<file path="src/rtl/default_slave_pkg.sv">
// Shared AXI definitions: width macros, default-slave FSM state types and response codes.
`ifndef AXI_IDS_BITS
`define AXI_IDS_BITS 8
`endif
`ifndef AXI_DATA_BITS
`define AXI_DATA_BITS 32
`endif

package default_slave_pkg;

  typedef enum logic [1:0] {
    W_IDLE = 2'd0,
    W_DATA = 2'd1,
    W_RESP = 2'd2
  } w_state_t;

  typedef enum logic {
    R_IDLE = 1'b0,
    R_DATA = 1'b1
  } r_state_t;

  localparam logic [1:0] RESP_OKAY   = 2'b00;
  localparam logic [1:0] RESP_DECERR = 2'b11;

endpackage

</file>
<file path="src/rtl/default_slave.sv">
// AXI default slave: every transaction gets a DECERR reply; optional error log via DEFAULT_SLAVE_ERRLOG_EN.
// Latency 1 cycle per phase (AW->W, WLAST->B, AR->R); B and R hold stable until BREADY/RREADY.
`ifndef AXI_IDS_BITS
`define AXI_IDS_BITS 8
`endif
`ifndef AXI_DATA_BITS
`define AXI_DATA_BITS 32
`endif

module default_slave
  import default_slave_pkg::*;
#(
  parameter int IDW = `AXI_IDS_BITS,
  parameter int DW  = `AXI_DATA_BITS
) (
  input  logic            clk,
  input  logic            rstn,
  input  logic [IDW-1:0]  AWID,
  input  logic [31:0]     AWADDR,
  input  logic [3:0]      AWLEN,
  input  logic            AWVALID,
  output logic            AWREADY,
  input  logic [DW-1:0]   WDATA,
  input  logic [DW/8-1:0] WSTRB,
  input  logic            WLAST,
  input  logic            WVALID,
  output logic            WREADY,
  output logic [IDW-1:0]  BID,
  output logic [1:0]      BRESP,
  output logic            BVALID,
  input  logic            BREADY,
  input  logic [IDW-1:0]  ARID,
  input  logic [31:0]     ARADDR,
  input  logic [3:0]      ARLEN,
  input  logic            ARVALID,
  output logic            ARREADY,
  output logic [IDW-1:0]  RID,
  output logic [DW-1:0]   RDATA,
  output logic [1:0]      RRESP,
  output logic            RLAST,
  output logic            RVALID,
  input  logic            RREADY,
  output logic            err_valid,
  output logic [31:0]     err_addr
);

  w_state_t       w_state, w_state_nxt;
  logic [IDW-1:0] bid_q, bid_nxt;

  r_state_t       r_state, r_state_nxt;
  logic [IDW-1:0] rid_q, rid_nxt;
  logic [3:0]     rlen_q, rlen_nxt;
  logic [3:0]     beat_q, beat_nxt;

  logic aw_hs;
  logic ar_hs;
  logic last_beat;

  assign aw_hs     = AWVALID && (w_state == W_IDLE);
  assign ar_hs     = ARVALID && (r_state == R_IDLE);
  assign last_beat = (beat_q == rlen_q);

  // ---------------- write channel ----------------
  always_ff @(posedge clk or negedge rstn) begin
    if (!rstn) begin
      w_state <= W_IDLE;
      bid_q   <= '0;
    end else begin
      w_state <= w_state_nxt;
      bid_q   <= bid_nxt;
    end
  end

  always_comb begin
    w_state_nxt = w_state;
    bid_nxt     = bid_q;
    case (w_state)
      W_IDLE: begin
        if (AWVALID) begin
          bid_nxt     = AWID;
          w_state_nxt = W_DATA;
        end
      end
      W_DATA: begin
        // Burst length is ignored; only WLAST ends the data phase.
        if (WVALID && WLAST) w_state_nxt = W_RESP;
      end
      W_RESP: begin
        if (BREADY) w_state_nxt = W_IDLE;
      end
      default: w_state_nxt = W_IDLE;
    endcase
  end

  assign AWREADY = (w_state == W_IDLE);
  assign WREADY  = (w_state == W_DATA);
  assign BVALID  = (w_state == W_RESP);
  assign BRESP   = (w_state == W_RESP) ? RESP_DECERR : RESP_OKAY;
  assign BID     = bid_q;

  // ---------------- read channel ----------------
  always_ff @(posedge clk or negedge rstn) begin
    if (!rstn) begin
      r_state <= R_IDLE;
      rid_q   <= '0;
      rlen_q  <= '0;
      beat_q  <= '0;
    end else begin
      r_state <= r_state_nxt;
      rid_q   <= rid_nxt;
      rlen_q  <= rlen_nxt;
      beat_q  <= beat_nxt;
    end
  end

  always_comb begin
    r_state_nxt = r_state;
    rid_nxt     = rid_q;
    rlen_nxt    = rlen_q;
    beat_nxt    = beat_q;
    case (r_state)
      R_IDLE: begin
        if (ARVALID) begin
          rid_nxt     = ARID;
          rlen_nxt    = ARLEN;
          beat_nxt    = '0;
          r_state_nxt = R_DATA;
        end
      end
      R_DATA: begin
        if (RREADY) begin
          // The counter never passes rlen_q, so a 16-beat burst cannot wrap.
          if (last_beat) r_state_nxt = R_IDLE;
          else           beat_nxt    = beat_q + 4'd1;
        end
      end
      default: r_state_nxt = R_IDLE;
    endcase
  end

  assign ARREADY = (r_state == R_IDLE);
  assign RVALID  = (r_state == R_DATA);
  assign RLAST   = (r_state == R_DATA) && last_beat;
  assign RRESP   = (r_state == R_DATA) ? RESP_DECERR : RESP_OKAY;
  assign RID     = rid_q;
  assign RDATA   = '0;

  // ---------------- error log ----------------
`ifdef DEFAULT_SLAVE_ERRLOG_EN
  logic        err_valid_q;
  logic [31:0] err_addr_q;

  always_ff @(posedge clk or negedge rstn) begin
    if (!rstn) begin
      err_valid_q <= 1'b0;
      err_addr_q  <= '0;
    end else begin
      if (aw_hs || ar_hs) err_valid_q <= 1'b1;
      // A write address wins when both channels handshake together.
      if (aw_hs)      err_addr_q <= AWADDR;
      else if (ar_hs) err_addr_q <= ARADDR;
    end
  end

  assign err_valid = err_valid_q;
  assign err_addr  = err_addr_q;

  logic unused_inputs;
  assign unused_inputs = ^{AWLEN, WDATA, WSTRB};
`else
  assign err_valid = 1'b0;
  assign err_addr  = '0;

  logic unused_inputs;
  assign unused_inputs = ^{AWADDR, AWLEN, WDATA, WSTRB, ARADDR, aw_hs, ar_hs};
`endif

endmodule
</file>
<file path="config.mk">
export PLATFORM = sky130hd
export DESIGN_NAME = default_slave
export DESIGN_NICKNAME = d
export VERILOG_FILES = /design/src/rtl/default_slave_pkg.sv /design/src/rtl/default_slave.sv
export SDC_FILE = /design/constraint.sdc
export NUM_CORES = 1
export LEC_CHECK = 0
export BUFFER_PORTS_ARGS = -buffer_cell sky130_fd_sc_hd__buf_2
export CAP_MARGIN = 15
export CORE_AREA = 2 2 88 90
export DETAILED_ROUTE_END_ITERATION = 6
export DIE_AREA = 0 0 90 92
export GPL_TIMING_DRIVEN = 0
export PLACE_DENSITY_LB_ADDON = 0.15
export SYNTH_ARGS = -nofsm -noshare
export SYNTH_HDL_FRONTEND = slang
export SYNTH_SLANG_ARGS = --single-unit
</file>
<file path="constraint.sdc">
create_clock -name clk -period 1.48 [get_ports clk]
set_input_delay 0.296 -clock clk [delete_from_list [all_inputs] [get_ports clk]]
set_output_delay 0.296 -clock clk [all_outputs]
set_load 0.005 [all_outputs]
</file>
==> key figures <==
Setup path
  – Buf/Inv on CP: 2
  – CP endpoint kind: output pin
  – CP peak stage delay: approximately 0.4 ns
  – Crit-path leading delay family: simple AND/OR/NAND/NOR gates
  – Crit path launch type: register
  – Crit path max-delay cell type: dfrtp_1
  – Largest fanout on the critical path: 2
  – Setup CP Type: register to output pin
  – Worst Path Required: 1.18 ns
  – Arrival @ worst endpoint: between 1 and 1.5 ns
  – Worst path cell trace: xnor2_1, nand4_2, or2_4, inv_2, buf_2

Global routing
  – Total GRT Usage: 0.07381
  – Initial antenna violation count: 0
  – GRT overflow: 0
  – Largest net degree at the start of global routing: 28
  – Number of global-route vias before repair: between 1000 and 1500
  – First-pass GRT wire length: about 5000 um

Power
  – Final Power: between 0.003 and 0.004 W
  – PwrDens: roughly 1400 nW/um^2
  – Peak VDD IR: slightly above 0.5 mV
  – Leak: between 1 and 1.5 nW

Status
  – Status: complete, but fails checks
  – Failing checks: setup timing

Finish
  – Register area: around 680 um^2
  – Fin area: approximately 2500 um^2
  – Footprint of the multi-input gates: between 700 and 800 um^2
  – Area grow syn2layout: 47.81%
  – Share of layout cells above drive strength 1: 0.5816
  – Nets: ~430
  – Diodes inserted: 0
  – Fillers: approximately 790
  – Post-route insts no fill: about 400

Route
  – Drt drc: 0
  – Drt pass-1 iters: 3
  – Vias: 1320
  – Remaining antenna violation count: 0
  – Iteration-0 DRC Markers: 18
  – Wire per inst: ~8.4 um
  – Routed WL: approximately 3300 um
  – Vias per inst: 3.333

Die
  – Area of the die: between 8000 and 9000 um^2
  – Initial Utilization: 0.2302
  – Die H: ~92 um
  – Core area: ~7400 um^2
  – Die X: approximately 90 um
  – IO Count: around 220
  – # rows: 32

Synthesis
  – Post-synthesis adder-cell area fraction: 0.007299
  – Post-synthesis mux area share: 0.1314
  – Post-Synth Simple-Gate Area: 0.07007
  – Cells after synthesis: 162
  – Post-Syn Area: 1714 um^2
  – Synth Area in Compound Gates: 0.05182
  – XOR/XNOR Fraction of Synth Area: 0.02044
  – Register bit total from synthesis: 27
  – Syn Area/Cell: roughly 11 um^2
  – Largest family of logic cells by synthesized area: buffers and inverters
  – Synthesis Warnings: 0
  – Post-synthesis sequential area ratio: 0.3942
  – Yosys cell types: 31

Place
  – Place WS: -0.1803 ns
  – GP Congestion: about 0.73
  – Final HPWL DP: roughly 2500 um
  – Placed cell areas: ~2300 um^2
  – Port-buffer cells: 53
  – Placed cell count: between 300 and 400

STA
  – Final critical-path required period: 1.737 ns
  – Worst-Margin Slew: between 0.6 and 0.7 ns
  – Slew Limit Headroom: 0.5691
  – Final hold vios: 0
  – Final-report max-slew violation count: 0
  – Hold WS: approximately 0.030 ns
  – Final worst slack: -0.2570 ns
  – Endpoints failing setup: 2
  – Clock skew: ~0.0011 ns
  – Tcrit/Tclk final: 1.174
  – Fmax: ~580 MHz
  – RSZ-0062 raised after global routing: yes

Hold path
  – Hold WC Path Type: primary input to async pin

CTS
  – Sink Count: 27
  – Latest clock arrival within the worst-skew pair: between 0.2 and 0.3 ns
  – Worst-path clk slew: roughly 0.10 ns
  – Htree depth: 1
  – TritonCTS Buffers: 3
  – Root Buffer: clkbuf_8
  – CTS tree: done
  – CTS Hold Bufs: 0
  – Clk buf depth: 2

Job
  – Max-Cap Viols: 0
==> power breakdown <==
| part | switching (W) | internal, W | total, W |
|---|---|---|---|
| clock | 0.000254 | 0.000191 | 0.000445 |
| combinational | 0.000650 | 0.00104 | 0.00169 |
| sequential | 0.000236 | 0.00109 | 0.00133 |
==> per-layer routing <==
metal  share of wire  track usage
met1            0.42      0.09207
met2            0.49       0.1259
met3           0.084      0.01561
met4           0.010      0.02692
met5               0            0
==> layout make-up <==
class / instances / area share
Clock buffer: 3 / 0.01630
Tap cell: 102 / 0.05037
Clock inverter: 1 / 0.002963
Multi-Input combinational cell: 122 / 0.3002
Sequential cell: 27 / 0.2672
Timing Repair Buffer: 64 / 0.1388
Inverter: 4 / 0.005926
Buffer: 73 / 0.2183
==> cells in the final DEF (no fill, tap or decap), drive strengths merged, types with 2 or more instances in the layout <==
| cell | count |
|---|---|
| dfrtp | 27 |
| o22ai | 3 |
| xnor2 | 3 |
| and2 | 2 |
| o21ai | 2 |
| nor2 | 4 |
| a22o | 2 |
| conb | 65 |
| nor2b | 3 |
| clkbuf | 3 |
| nand2 | 2 |
| inv | 4 |
| nand4 | 2 |
| buf | 137 |
| mux2 | 20 |
| and3 | 2 |
==> what timing repair did <==
item	in CTS	in global routing
pin swaps	4	6
endpoints found under the hold margin	0	0
setup endpoints to repair	14	14
gates cloned	0	0
buffers inserted	7	4
resized for setup	6	8
==> cells in the mapped netlist, drive strengths merged <==
library cell / n / area share
and3: 2 / 0.0073
nor3: 1 / 0.0029
o22ai: 3 / 0.011
nand2: 2 / 0.0044
and2b: 1 / 0.0051
o2111ai: 1 / 0.0051
and2: 2 / 0.0073
mux2: 20 / 0.13
a22o: 2 / 0.011
inv: 4 / 0.0088
nand4: 2 / 0.011
a21oi: 1 / 0.0029
a21o: 1 / 0.0044
clkbuf: 1 / 0.0029
o21ai: 2 / 0.0058
a221o: 1 / 0.0058
dfrtp: 27 / 0.39
conb: 1 / 0.0022
or2: 1 / 0.0037
nor2: 4 / 0.0088
nor2b: 3 / 0.011
a32o: 1 / 0.0058
xor2: 1 / 0.0051
nor3b: 1 / 0.0044
nand3b: 1 / 0.0044
buf: 72 / 0.31
ha: 1 / 0.0073
xnor2: 3 / 0.015
==> cell families after synthesis <==
group / Yosys count
buf+inv: 77
flops: 27
mux: 20
simple gates: 20
compound gates: 12
xor+xnor: 4
fa+ha+maj: 1
other cells: 1
==> final timing paths <==
check	from	to	slack, ns	cells past startpoint
setup / recovery	beat_q[1]	RLAST	-0.26	5
hold / removal	rstn	BID[1]	0.03	1
setup reg to reg	beat_q[1]	beat_q[3]	-0.07	5
hold reg to reg	BID[0]	BID[0]	0.51	1
max in group asynchronous	rstn	beat_q[0]	0.99	1
min in group clk	ARLEN[2]	rlen_q[2]	0.23	3
==> sequential cells by signal, indices dropped and copies added (netlist names) <==
signal and count:
BID 8, RID 8, RVALID 1, beat_q 4, rlen_q 4, w_state 2
==> worst reg2reg max path: stages (launching register included) <==
cell     delay, ns
dfrtp_1       0.40
xnor2_1       0.19
nand4_2       0.14
or2_4         0.28
buf_6         0.12
a221o_1       0.31
==> metrics by stage <==
| stage | TNS, ns | util |
|---|---|---|
| floorplan | 0 | - |
| global placement | -1.164 | 0.3155 |
| detailed placement | -1.190 | 0.3155 |
| CTS | -0.3394 | 0.3327 |
| global route | -0.5177 | 0.3402 |
| finish | -0.3258 | 0.3402 |
Note: power is estimated with default switching activity, not from simulation.
